==> src/rtl/multicycle_ctrl_if.sv <==
// ---------------------------------------------------------------------------
// multicycle_ctrl_if
// Groups the instruction-field inputs, datapath control outputs and data
// memory handshake of the multicycle controller.
//   master : the controller (consumes EN/OPCODE/MM/STAT/MEM_RDY, drives controls)
//   slave  : the datapath / instruction register side
// Signals:
//   EN        stall control, 0 freezes the controller
//   OPCODE    instruction opcode field
//   MM        addressing-mode / condition-mask field
//   STAT      ALU status flags
//   MEM_RDY   data memory done
//   RF_WE, WB_SEL, RD_SEL, ALU_OP       register file / ALU controls
//   PC_SEL, BR_SEL, PC_WRITE, PC_RST    program counter controls
//   MEM_REQ, MEM_WE                     data memory request / write
//   HALTED, ERR, STATE                  status and debug
// ---------------------------------------------------------------------------
interface multicycle_ctrl_if #(
  parameter int OP_W = 4,
  parameter int MM_W = 4
);
  logic            EN;
  logic [OP_W-1:0] OPCODE;
  logic [MM_W-1:0] MM;
  logic [MM_W-1:0] STAT;
  logic            MEM_RDY;

  logic            RF_WE;
  logic            WB_SEL;
  logic            RD_SEL;
  logic [1:0]      ALU_OP;
  logic            PC_SEL;
  logic            BR_SEL;
  logic            PC_WRITE;
  logic            PC_RST;
  logic            MEM_REQ;
  logic            MEM_WE;
  logic            HALTED;
  logic            ERR;
  logic [2:0]      STATE;

  modport master (
    input  EN, OPCODE, MM, STAT, MEM_RDY,
    output RF_WE, WB_SEL, RD_SEL, ALU_OP, PC_SEL, BR_SEL, PC_WRITE, PC_RST,
           MEM_REQ, MEM_WE, HALTED, ERR, STATE
  );

  modport slave (
    output EN, OPCODE, MM, STAT, MEM_RDY,
    input  RF_WE, WB_SEL, RD_SEL, ALU_OP, PC_SEL, BR_SEL, PC_WRITE, PC_RST,
           MEM_REQ, MEM_WE, HALTED, ERR, STATE
  );
endinterface

==> src/rtl/multicycle_ctrl.sv <==
// ---------------------------------------------------------------------------
// multicycle_ctrl
// Multicycle CPU control FSM. Decodes the instruction opcode and sequences
// FETCH / DECODE / EXECUTE / MEM / WB per opcode, driving register-file, ALU,
// PC and data-memory controls. Supports per-opcode stage skipping, a
// load/store memory handshake with timeout, a sticky HALT state, illegal
// opcode trapping and a global stall enable.
// Ports:
//   CLK    rising-edge clock
//   RST_F  asynchronous active-low reset
//   bus    multicycle_ctrl_if.master (see interface file for signal list)
// ---------------------------------------------------------------------------
module multicycle_ctrl #(
  parameter int OP_W        = 4,
  parameter int MM_W        = 4,
  parameter int IMM_MODE    = 8,
  parameter int TMO_W       = 4,
  parameter int MEM_TIMEOUT = 15
) (
  input logic                CLK,
  input logic                RST_F,
  multicycle_ctrl_if.master  bus
);

  typedef enum logic [2:0] {
    ST_START0  = 3'd0,
    ST_START1  = 3'd1,
    ST_FETCH   = 3'd2,
    ST_DECODE  = 3'd3,
    ST_EXECUTE = 3'd4,
    ST_MEM     = 3'd5,
    ST_WB      = 3'd6,
    ST_HALT    = 3'd7
  } state_e;

  localparam logic [OP_W-1:0] OP_NOOP = OP_W'(0);
  localparam logic [OP_W-1:0] OP_LOD  = OP_W'(1);
  localparam logic [OP_W-1:0] OP_STR  = OP_W'(2);
  localparam logic [OP_W-1:0] OP_BRA  = OP_W'(4);
  localparam logic [OP_W-1:0] OP_BRR  = OP_W'(5);
  localparam logic [OP_W-1:0] OP_BNE  = OP_W'(6);
  localparam logic [OP_W-1:0] OP_ALU  = OP_W'(8);
  localparam logic [OP_W-1:0] OP_HLT  = {OP_W{1'b1}};

  localparam logic [MM_W-1:0]  MM_IMM    = MM_W'(IMM_MODE);
  localparam logic [TMO_W:0]   TMO_LIMIT = (TMO_W+1)'(MEM_TIMEOUT);

  state_e            state_q, state_d;
  logic [OP_W-1:0]   op_q, op_d;
  logic [MM_W-1:0]   mm_q, mm_d;
  logic [TMO_W-1:0]  tmo_q, tmo_d;
  logic              err_q, err_d;

  logic              rf_we, wb_sel, rd_sel, pc_sel, br_sel, pc_write, pc_rst;
  logic              mem_req, mem_we, halted;
  logic [1:0]        alu_op;

  logic              in_legal;
  logic              q_imm;
  logic              br_hit;
  logic              br_taken;
  logic [TMO_W:0]    tmo_inc;
  logic              tmo_trip;

  // Opcode legality of the live instruction field, checked while in DECODE.
  always_comb begin
    unique case (bus.OPCODE)
      OP_NOOP, OP_LOD, OP_STR, OP_BRA, OP_BRR, OP_BNE, OP_ALU, OP_HLT:
        in_legal = 1'b1;
      default:
        in_legal = 1'b0;
    endcase
  end

  // Helpers on the latched instruction fields. The timeout counts the
  // current MEM cycle too, so the trap fires on the MEM_TIMEOUT-th stalled
  // cycle rather than one later.
  assign q_imm    = (mm_q == MM_IMM);
  assign br_hit   = |(mm_q & bus.STAT);
  assign br_taken = (op_q == OP_BNE) ? !br_hit : br_hit;
  assign tmo_inc  = {1'b0, tmo_q} + (TMO_W+1)'(1);
  assign tmo_trip = (MEM_TIMEOUT != 0) && (tmo_inc == TMO_LIMIT);

  // State, latched instruction fields, timeout counter and sticky error.
  always_ff @(posedge CLK or negedge RST_F) begin
    if (!RST_F) begin
      state_q <= ST_START0;
      op_q    <= '0;
      mm_q    <= '0;
      tmo_q   <= '0;
      err_q   <= 1'b0;
    end else begin
      state_q <= state_d;
      op_q    <= op_d;
      mm_q    <= mm_d;
      tmo_q   <= tmo_d;
      err_q   <= err_d;
    end
  end

  // Next-state and output decode. All outputs depend only on present state,
  // latched fields and STAT, except RD_SEL in DECODE which previews the live
  // opcode so the immediate operand is selected one cycle early.
  always_comb begin
    state_d  = state_q;
    op_d     = op_q;
    mm_d     = mm_q;
    tmo_d    = tmo_q;
    err_d    = err_q;
    rf_we    = 1'b0;
    wb_sel   = 1'b0;
    rd_sel   = 1'b0;
    alu_op   = 2'b00;
    pc_sel   = 1'b0;
    br_sel   = 1'b0;
    pc_write = 1'b0;
    pc_rst   = 1'b0;
    mem_req  = 1'b0;
    mem_we   = 1'b0;
    halted   = 1'b0;

    unique case (state_q)
      ST_START0: begin
        pc_rst  = 1'b1;
        state_d = ST_START1;
      end

      ST_START1: begin
        pc_rst  = 1'b1;
        state_d = ST_FETCH;
      end

      ST_FETCH: begin
        pc_write = 1'b1;
        state_d  = ST_DECODE;
      end

      ST_DECODE: begin
        rd_sel = (bus.OPCODE == OP_ALU) && (bus.MM == MM_IMM);
        op_d   = bus.OPCODE;
        mm_d   = bus.MM;
        if (bus.OPCODE == OP_NOOP) begin
          state_d = ST_FETCH;
        end else if (bus.OPCODE == OP_HLT) begin
          state_d = ST_HALT;
        end else if (!in_legal) begin
          state_d = ST_HALT;
          err_d   = 1'b1;
        end else begin
          state_d = ST_EXECUTE;
        end
      end

      ST_EXECUTE: begin
        if (op_q == OP_ALU) begin
          alu_op  = q_imm ? 2'b01 : 2'b00;
          rd_sel  = q_imm;
          state_d = ST_WB;
        end else if ((op_q == OP_LOD) || (op_q == OP_STR)) begin
          alu_op  = 2'b01;
          rd_sel  = 1'b1;
          tmo_d   = '0;
          state_d = ST_MEM;
        end else if ((op_q == OP_BRA) || (op_q == OP_BRR) || (op_q == OP_BNE)) begin
          alu_op   = 2'b10;
          pc_sel   = br_taken;
          pc_write = br_taken;
          br_sel   = br_taken && (op_q != OP_BRR);
          state_d  = ST_FETCH;
        end else begin
          // Only reachable if the latched opcode is corrupted; trap it.
          state_d = ST_HALT;
          err_d   = 1'b1;
        end
      end

      ST_MEM: begin
        mem_req = 1'b1;
        mem_we  = (op_q == OP_STR);
        alu_op  = 2'b01;
        rd_sel  = 1'b1;
        if (bus.MEM_RDY) begin
          state_d = (op_q == OP_LOD) ? ST_WB : ST_FETCH;
        end else if (tmo_trip) begin
          state_d = ST_HALT;
          err_d   = 1'b1;
        end else if (!(&tmo_q)) begin
          tmo_d = tmo_inc[TMO_W-1:0];
        end
      end

      ST_WB: begin
        rf_we = 1'b1;
        if (op_q == OP_LOD) begin
          wb_sel = 1'b1;
          alu_op = 2'b01;
          rd_sel = 1'b1;
        end else begin
          alu_op = q_imm ? 2'b01 : 2'b00;
          rd_sel = q_imm;
        end
        state_d = ST_FETCH;
      end

      ST_HALT: begin
        halted = 1'b1;
      end

      default: begin
        state_d = ST_START0;
      end
    endcase

    // Stall: freeze all state and suppress every write/request strobe.
    if (!bus.EN) begin
      state_d  = state_q;
      op_d     = op_q;
      mm_d     = mm_q;
      tmo_d    = tmo_q;
      err_d    = err_q;
      rf_we    = 1'b0;
      pc_write = 1'b0;
      mem_req  = 1'b0;
      mem_we   = 1'b0;
    end
  end

  assign bus.RF_WE    = rf_we;
  assign bus.WB_SEL   = wb_sel;
  assign bus.RD_SEL   = rd_sel;
  assign bus.ALU_OP   = alu_op;
  assign bus.PC_SEL   = pc_sel;
  assign bus.BR_SEL   = br_sel;
  assign bus.PC_WRITE = pc_write;
  assign bus.PC_RST   = pc_rst;
  assign bus.MEM_REQ  = mem_req;
  assign bus.MEM_WE   = mem_we;
  assign bus.HALTED   = halted;
  assign bus.ERR      = err_q;
  assign bus.STATE    = state_q;

endmodule

==> src/flat_wrapper.sv <==
// flat-port wrapper written by rule: the top's interface ports become plain ports
module multicycle_ctrl_flat 
#(
  parameter int OP_W        = 4,
  parameter int MM_W        = 4,
  parameter int IMM_MODE    = 8,
  parameter int TMO_W       = 4,
  parameter int MEM_TIMEOUT = 15
)
  (CLK, RST_F, bus_EN, bus_OPCODE, bus_MM, bus_STAT, bus_MEM_RDY, bus_RF_WE, bus_WB_SEL, bus_RD_SEL, bus_ALU_OP, bus_PC_SEL, bus_BR_SEL, bus_PC_WRITE, bus_PC_RST, bus_MEM_REQ, bus_MEM_WE, bus_HALTED, bus_ERR, bus_STATE);
  multicycle_ctrl_if #(.OP_W(OP_W), .MM_W(MM_W)) bus_i ();
  input logic CLK;
  input logic RST_F;
  input wire logic [$bits(bus_i.EN)-1:0] bus_EN;
  input wire logic [$bits(bus_i.OPCODE)-1:0] bus_OPCODE;
  input wire logic [$bits(bus_i.MM)-1:0] bus_MM;
  input wire logic [$bits(bus_i.STAT)-1:0] bus_STAT;
  input wire logic [$bits(bus_i.MEM_RDY)-1:0] bus_MEM_RDY;
  output wire logic [$bits(bus_i.RF_WE)-1:0] bus_RF_WE;
  output wire logic [$bits(bus_i.WB_SEL)-1:0] bus_WB_SEL;
  output wire logic [$bits(bus_i.RD_SEL)-1:0] bus_RD_SEL;
  output wire logic [$bits(bus_i.ALU_OP)-1:0] bus_ALU_OP;
  output wire logic [$bits(bus_i.PC_SEL)-1:0] bus_PC_SEL;
  output wire logic [$bits(bus_i.BR_SEL)-1:0] bus_BR_SEL;
  output wire logic [$bits(bus_i.PC_WRITE)-1:0] bus_PC_WRITE;
  output wire logic [$bits(bus_i.PC_RST)-1:0] bus_PC_RST;
  output wire logic [$bits(bus_i.MEM_REQ)-1:0] bus_MEM_REQ;
  output wire logic [$bits(bus_i.MEM_WE)-1:0] bus_MEM_WE;
  output wire logic [$bits(bus_i.HALTED)-1:0] bus_HALTED;
  output wire logic [$bits(bus_i.ERR)-1:0] bus_ERR;
  output wire logic [$bits(bus_i.STATE)-1:0] bus_STATE;
  assign bus_i.EN = bus_EN;
  assign bus_i.OPCODE = bus_OPCODE;
  assign bus_i.MM = bus_MM;
  assign bus_i.STAT = bus_STAT;
  assign bus_i.MEM_RDY = bus_MEM_RDY;
  assign bus_RF_WE = bus_i.RF_WE;
  assign bus_WB_SEL = bus_i.WB_SEL;
  assign bus_RD_SEL = bus_i.RD_SEL;
  assign bus_ALU_OP = bus_i.ALU_OP;
  assign bus_PC_SEL = bus_i.PC_SEL;
  assign bus_BR_SEL = bus_i.BR_SEL;
  assign bus_PC_WRITE = bus_i.PC_WRITE;
  assign bus_PC_RST = bus_i.PC_RST;
  assign bus_MEM_REQ = bus_i.MEM_REQ;
  assign bus_MEM_WE = bus_i.MEM_WE;
  assign bus_HALTED = bus_i.HALTED;
  assign bus_ERR = bus_i.ERR;
  assign bus_STATE = bus_i.STATE;
  multicycle_ctrl #(.OP_W(OP_W), .MM_W(MM_W), .IMM_MODE(IMM_MODE), .TMO_W(TMO_W), .MEM_TIMEOUT(MEM_TIMEOUT)) u_core (.CLK(CLK), .RST_F(RST_F), .bus(bus_i));
endmodule
==> config.mk <==
export PLATFORM = sky130hd
export DESIGN_NAME = multicycle_ctrl_flat
export DESIGN_NICKNAME = d
export VERILOG_FILES = /design/src/rtl/multicycle_ctrl_if.sv /design/src/rtl/multicycle_ctrl.sv /design/src/flat_wrapper.sv
export SDC_FILE = /design/constraint.sdc
export NUM_CORES = 1
export LEC_CHECK = 0
export ABC_AREA = 1
export CAP_MARGIN = 0
export CORE_MARGIN = 3
export CORE_UTILIZATION = 35
export CTS_CLUSTER_DIAMETER = 60
export DETAILED_ROUTE_END_ITERATION = 7
export GPL_TIMING_DRIVEN = 0
export SLEW_MARGIN = 30
export SYNTH_ARGS = -nofsm -noshare
export SYNTH_HDL_FRONTEND = slang
export SYNTH_SLANG_ARGS = --single-unit
==> constraint.sdc <==
create_clock -name CLK -period 1.8 [get_ports CLK]
set_clock_uncertainty 0.15 [all_clocks]
set_input_delay 0.36 -clock CLK [delete_from_list [all_inputs] [get_ports CLK]]
set_output_delay 0.36 -clock CLK [all_outputs]
set_load 0.005 [all_outputs]
==> run summary, run 1 <==
DP HPWL = 2350 microns
Net Sw Power = 1.11 mW
Multi-input gate area = 852 sq um
DRC = 0
RSZ-0062 raised after global routing = yes
Final WS setup = -0.251 ns
Clk Latency, worst-skew pair = 0.30 ns
Clk buf depth = 2
Pre-antenna DRT Iters = 4
Most frequent cell after synthesis = nand2_1
First-pass GRT wire length = 6310 microns
Peak VDD IR = 0.461 mV
Number of global-route vias before repair = 1351
# rows = 21
Post-synth top cells = nand2_1, inv_1, nor2_1
Fin. Hold Viols = 0
Relative slew slack = 45.8%
Ys async rst share = 100%
Area share of the largest cell type after synthesis = 31.8%
Via density = 4.78
Predominant post-synthesis flop cell = dfrtp_1
Ys Warns = 0
Outcome = complete, but fails checks
Storage cell area = 405 sq um
Final critical-path required period = 2.05 ns
Worst-path maximum fanout = 4
Period utilisation layout = 114%
Failing checks = negative setup slack
Post-Route WL = 4050 microns
CTS root buf = clkbuf_4
Max Clk Rate = 0.488 GHz
Gr usage total = 18.6%
Distinct cell type count after synthesis = 27
Type of origin of the critical path = flop
Initial core utilization = 37.1%
DR vias = 1502
Fin area = 2070 sq um
Post-synth EDFFs = 0
Clk sinks = 16
Number of top-level pins = 32
# setup viols final = 9
Final Net Count = 288
Tightest Pin Transition = 0.810 ns
Clk network pwr share = 7.9%
Sequential share of power = 25.1%
Combinational fraction of design power = 67.1%
Grt ovf = 0
Switching Share = 43.2%
CP endpoint kind = output port
Final Non-Filler Cells = 314
Layout Area Growth over Synthesis = 64.3%
Cell Pwr Density = 1240 nW/um^2
N_diodes = 0
Count of pins over their slew limit = 0
Die H = 65.9 microns
Register area share after synthesis = 31.8%
Fraction of layout cells with a size suffix above 1 = 39.9%
Minimum hold slack = 0.335 ns
Detail-routed net length per standard cell = 12.9 microns
Leakage = 1.04 nW
Mean Syn Cell Area = 6.45 sq um
Flops & latches, synth = 16
Final core utilization = 60.9%
Crit Path Class = flop to output port
Synth area leaders = dfrtp_1, nand2_1, nand3_1, inv_1, nor2_1
Port buffer count = 31
CTS buffer count = 3
Crit path DAT = 1.54 ns
HP Class = flop to flop
Max_cap viols = 0
Filler cells = 311
CTS tree = yes
Die area = 4350 sq um
Placed insts = 272
Post-Syn Area = 1260 sq um
Largest net degree at the start of global routing = 17
Core area = 3390 sq um
GPL Wtd Cong = 0.827
Initial antenna violation count = 0
Syn nets = 213
WP data required = 1.29 ns
Worst-path clk slew = 0.10 ns
Synth area leader = dfrtp_1
Antenna Nets Post-Route = 0
Cell count after synthesis = 195
Placed inst area = 1630 sq um
First DRT Iteration DRCs = 108
H-Tree Level Count = 1
Width of the die = 65.9 microns
P_int = 1.46 mW
## path summary, 6_finish.rpt
check,start,to,slack (ns),depth (start not counted)
worst max-delay path,u_core.op_q[3],bus_PC_WRITE,-0.25,8
worst min-delay path,u_core.bus.ERR,u_core.bus.ERR,0.34,2
worst max register to register,u_core.op_q[2],u_core.bus.ERR,-0.23,14
worst min register to register,u_core.bus.ERR,u_core.bus.ERR,0.34,2
max in group asynchronous,RST_F,u_core.op_q[0],0.57,1
min in group asynchronous,RST_F,u_core.bus.ERR,0.37,1
## sequential cells by signal, indices dropped and copies added, names as in the netlist
signal	cells
u_core.bus.ERR	1
u_core.bus.STATE	3
u_core.mm_q	4
u_core.op_q	4
u_core.tmo_q	4
## per-stage QoR
stage / setup WS, ns / TNS, ns / power [mW]
after floorplan: 0.141 / 0 / 1.25
after global placement: -0.698 / -4.39 / 1.59
after detailed placement: -0.710 / -4.33 / 1.59
after CTS: -0.260 / -1.83 / 2.31
after global routing: -0.345 / -2.91 / 2.75
final: -0.251 / -1.79 / 2.56
## layout by cell type (no fill, tap or decap), drive strengths merged
cell type       n
nand3b          1
nor4            1
clkbuf          7
dlygate4sd2     4
nor3            1
o21ai           8
nand2          63
nand3          25
dfrtp          16
ha              2
a21oi           5
or2             1
clkdlybuf4s50  16
inv            31
clkdlybuf4s15   1
nor2           27
mux2            3
nand4           6
o211ai          1
buf            49
## worst max-delay path, cell delays in order, from the launching register on
cell,delay [ns]
dfrtp_1,0.42
inv_1,0.08
nand2_2,0.08
nor2_4,0.12
nand2_2,0.07
or2_4,0.25
nand3_4,0.07
a21oi_2,0.04
buf_2,0.12
## area by class of cell
class                           count  share of cell area [%]
Tap cell                           46                    2.79
Inverter                           31                    6.12
Multi-Input combinational cell    144                    41.2
Timing Repair Buffer               71                    27.7
Buffer                              3                    1.45
Sequential cell                    16                    19.6
Clock buffer                        3                    1.09
## power groups by stage
| stage | clock network [mW] | registers (mW) | logic (mW) |
|---|---|---|---|
| after floorplan | 0 | 0.593 | 0.653 |
| after global placement | 0 | 0.616 | 0.974 |
| after detailed placement | 0 | 0.616 | 0.970 |
| after CTS | 0.205 | 0.625 | 1.48 |
| after global routing | 0.232 | 0.660 | 1.86 |
| final | 0.201 | 0.643 | 1.72 |
## metal layers
| layer | up-vias | part of all wire, % | track usage (%) |
|---|---|---|---|
| li1 | 763 | - | - |
| met1 | 696 | 45 | 24.2 |
| met2 | 36 | 48 | 30.7 |
| met3 | 7 | 4.3 | 2.55 |
| met4 | 0 | 2.1 | 7.87 |
| met5 | - | 0 | 0 |
## timing repair
| item | CTS | global route |
|---|---|---|
| pin swaps | 15 | 15 |
| hold buffers | 0 | 0 |
| endpoints found under the setup margin | 13 | 22 |
| buffers inserted | 30 | 13 |
| gates resized for setup | 70 | 28 |
## cell families after synthesis
group           after synthesis  synth area share [%]
simple gates                125                  45.2
buf+inv                      35                  12.2
flops                        16                  31.8
compound gates               14                  6.07
mux                           3                  2.69
fa+ha+maj                     2                  1.99
(Power assumes the default switching activity.)
==> run 2, diff against run 1 <==
--- a/config.mk
+++ b/config.mk
@@ -11,6 +11,7 @@
 export CORE_UTILIZATION = 35
 export CTS_CLUSTER_DIAMETER = 60
 export DETAILED_ROUTE_END_ITERATION = 7
+export GPL_ROUTABILITY_DRIVEN = 0
 export GPL_TIMING_DRIVEN = 0
 export SLEW_MARGIN = 30
 export SYNTH_ARGS = -nofsm -noshare
==> results of run 2 <==
Same layout as run 1: the final DEF is identical, and so are final timing and power.
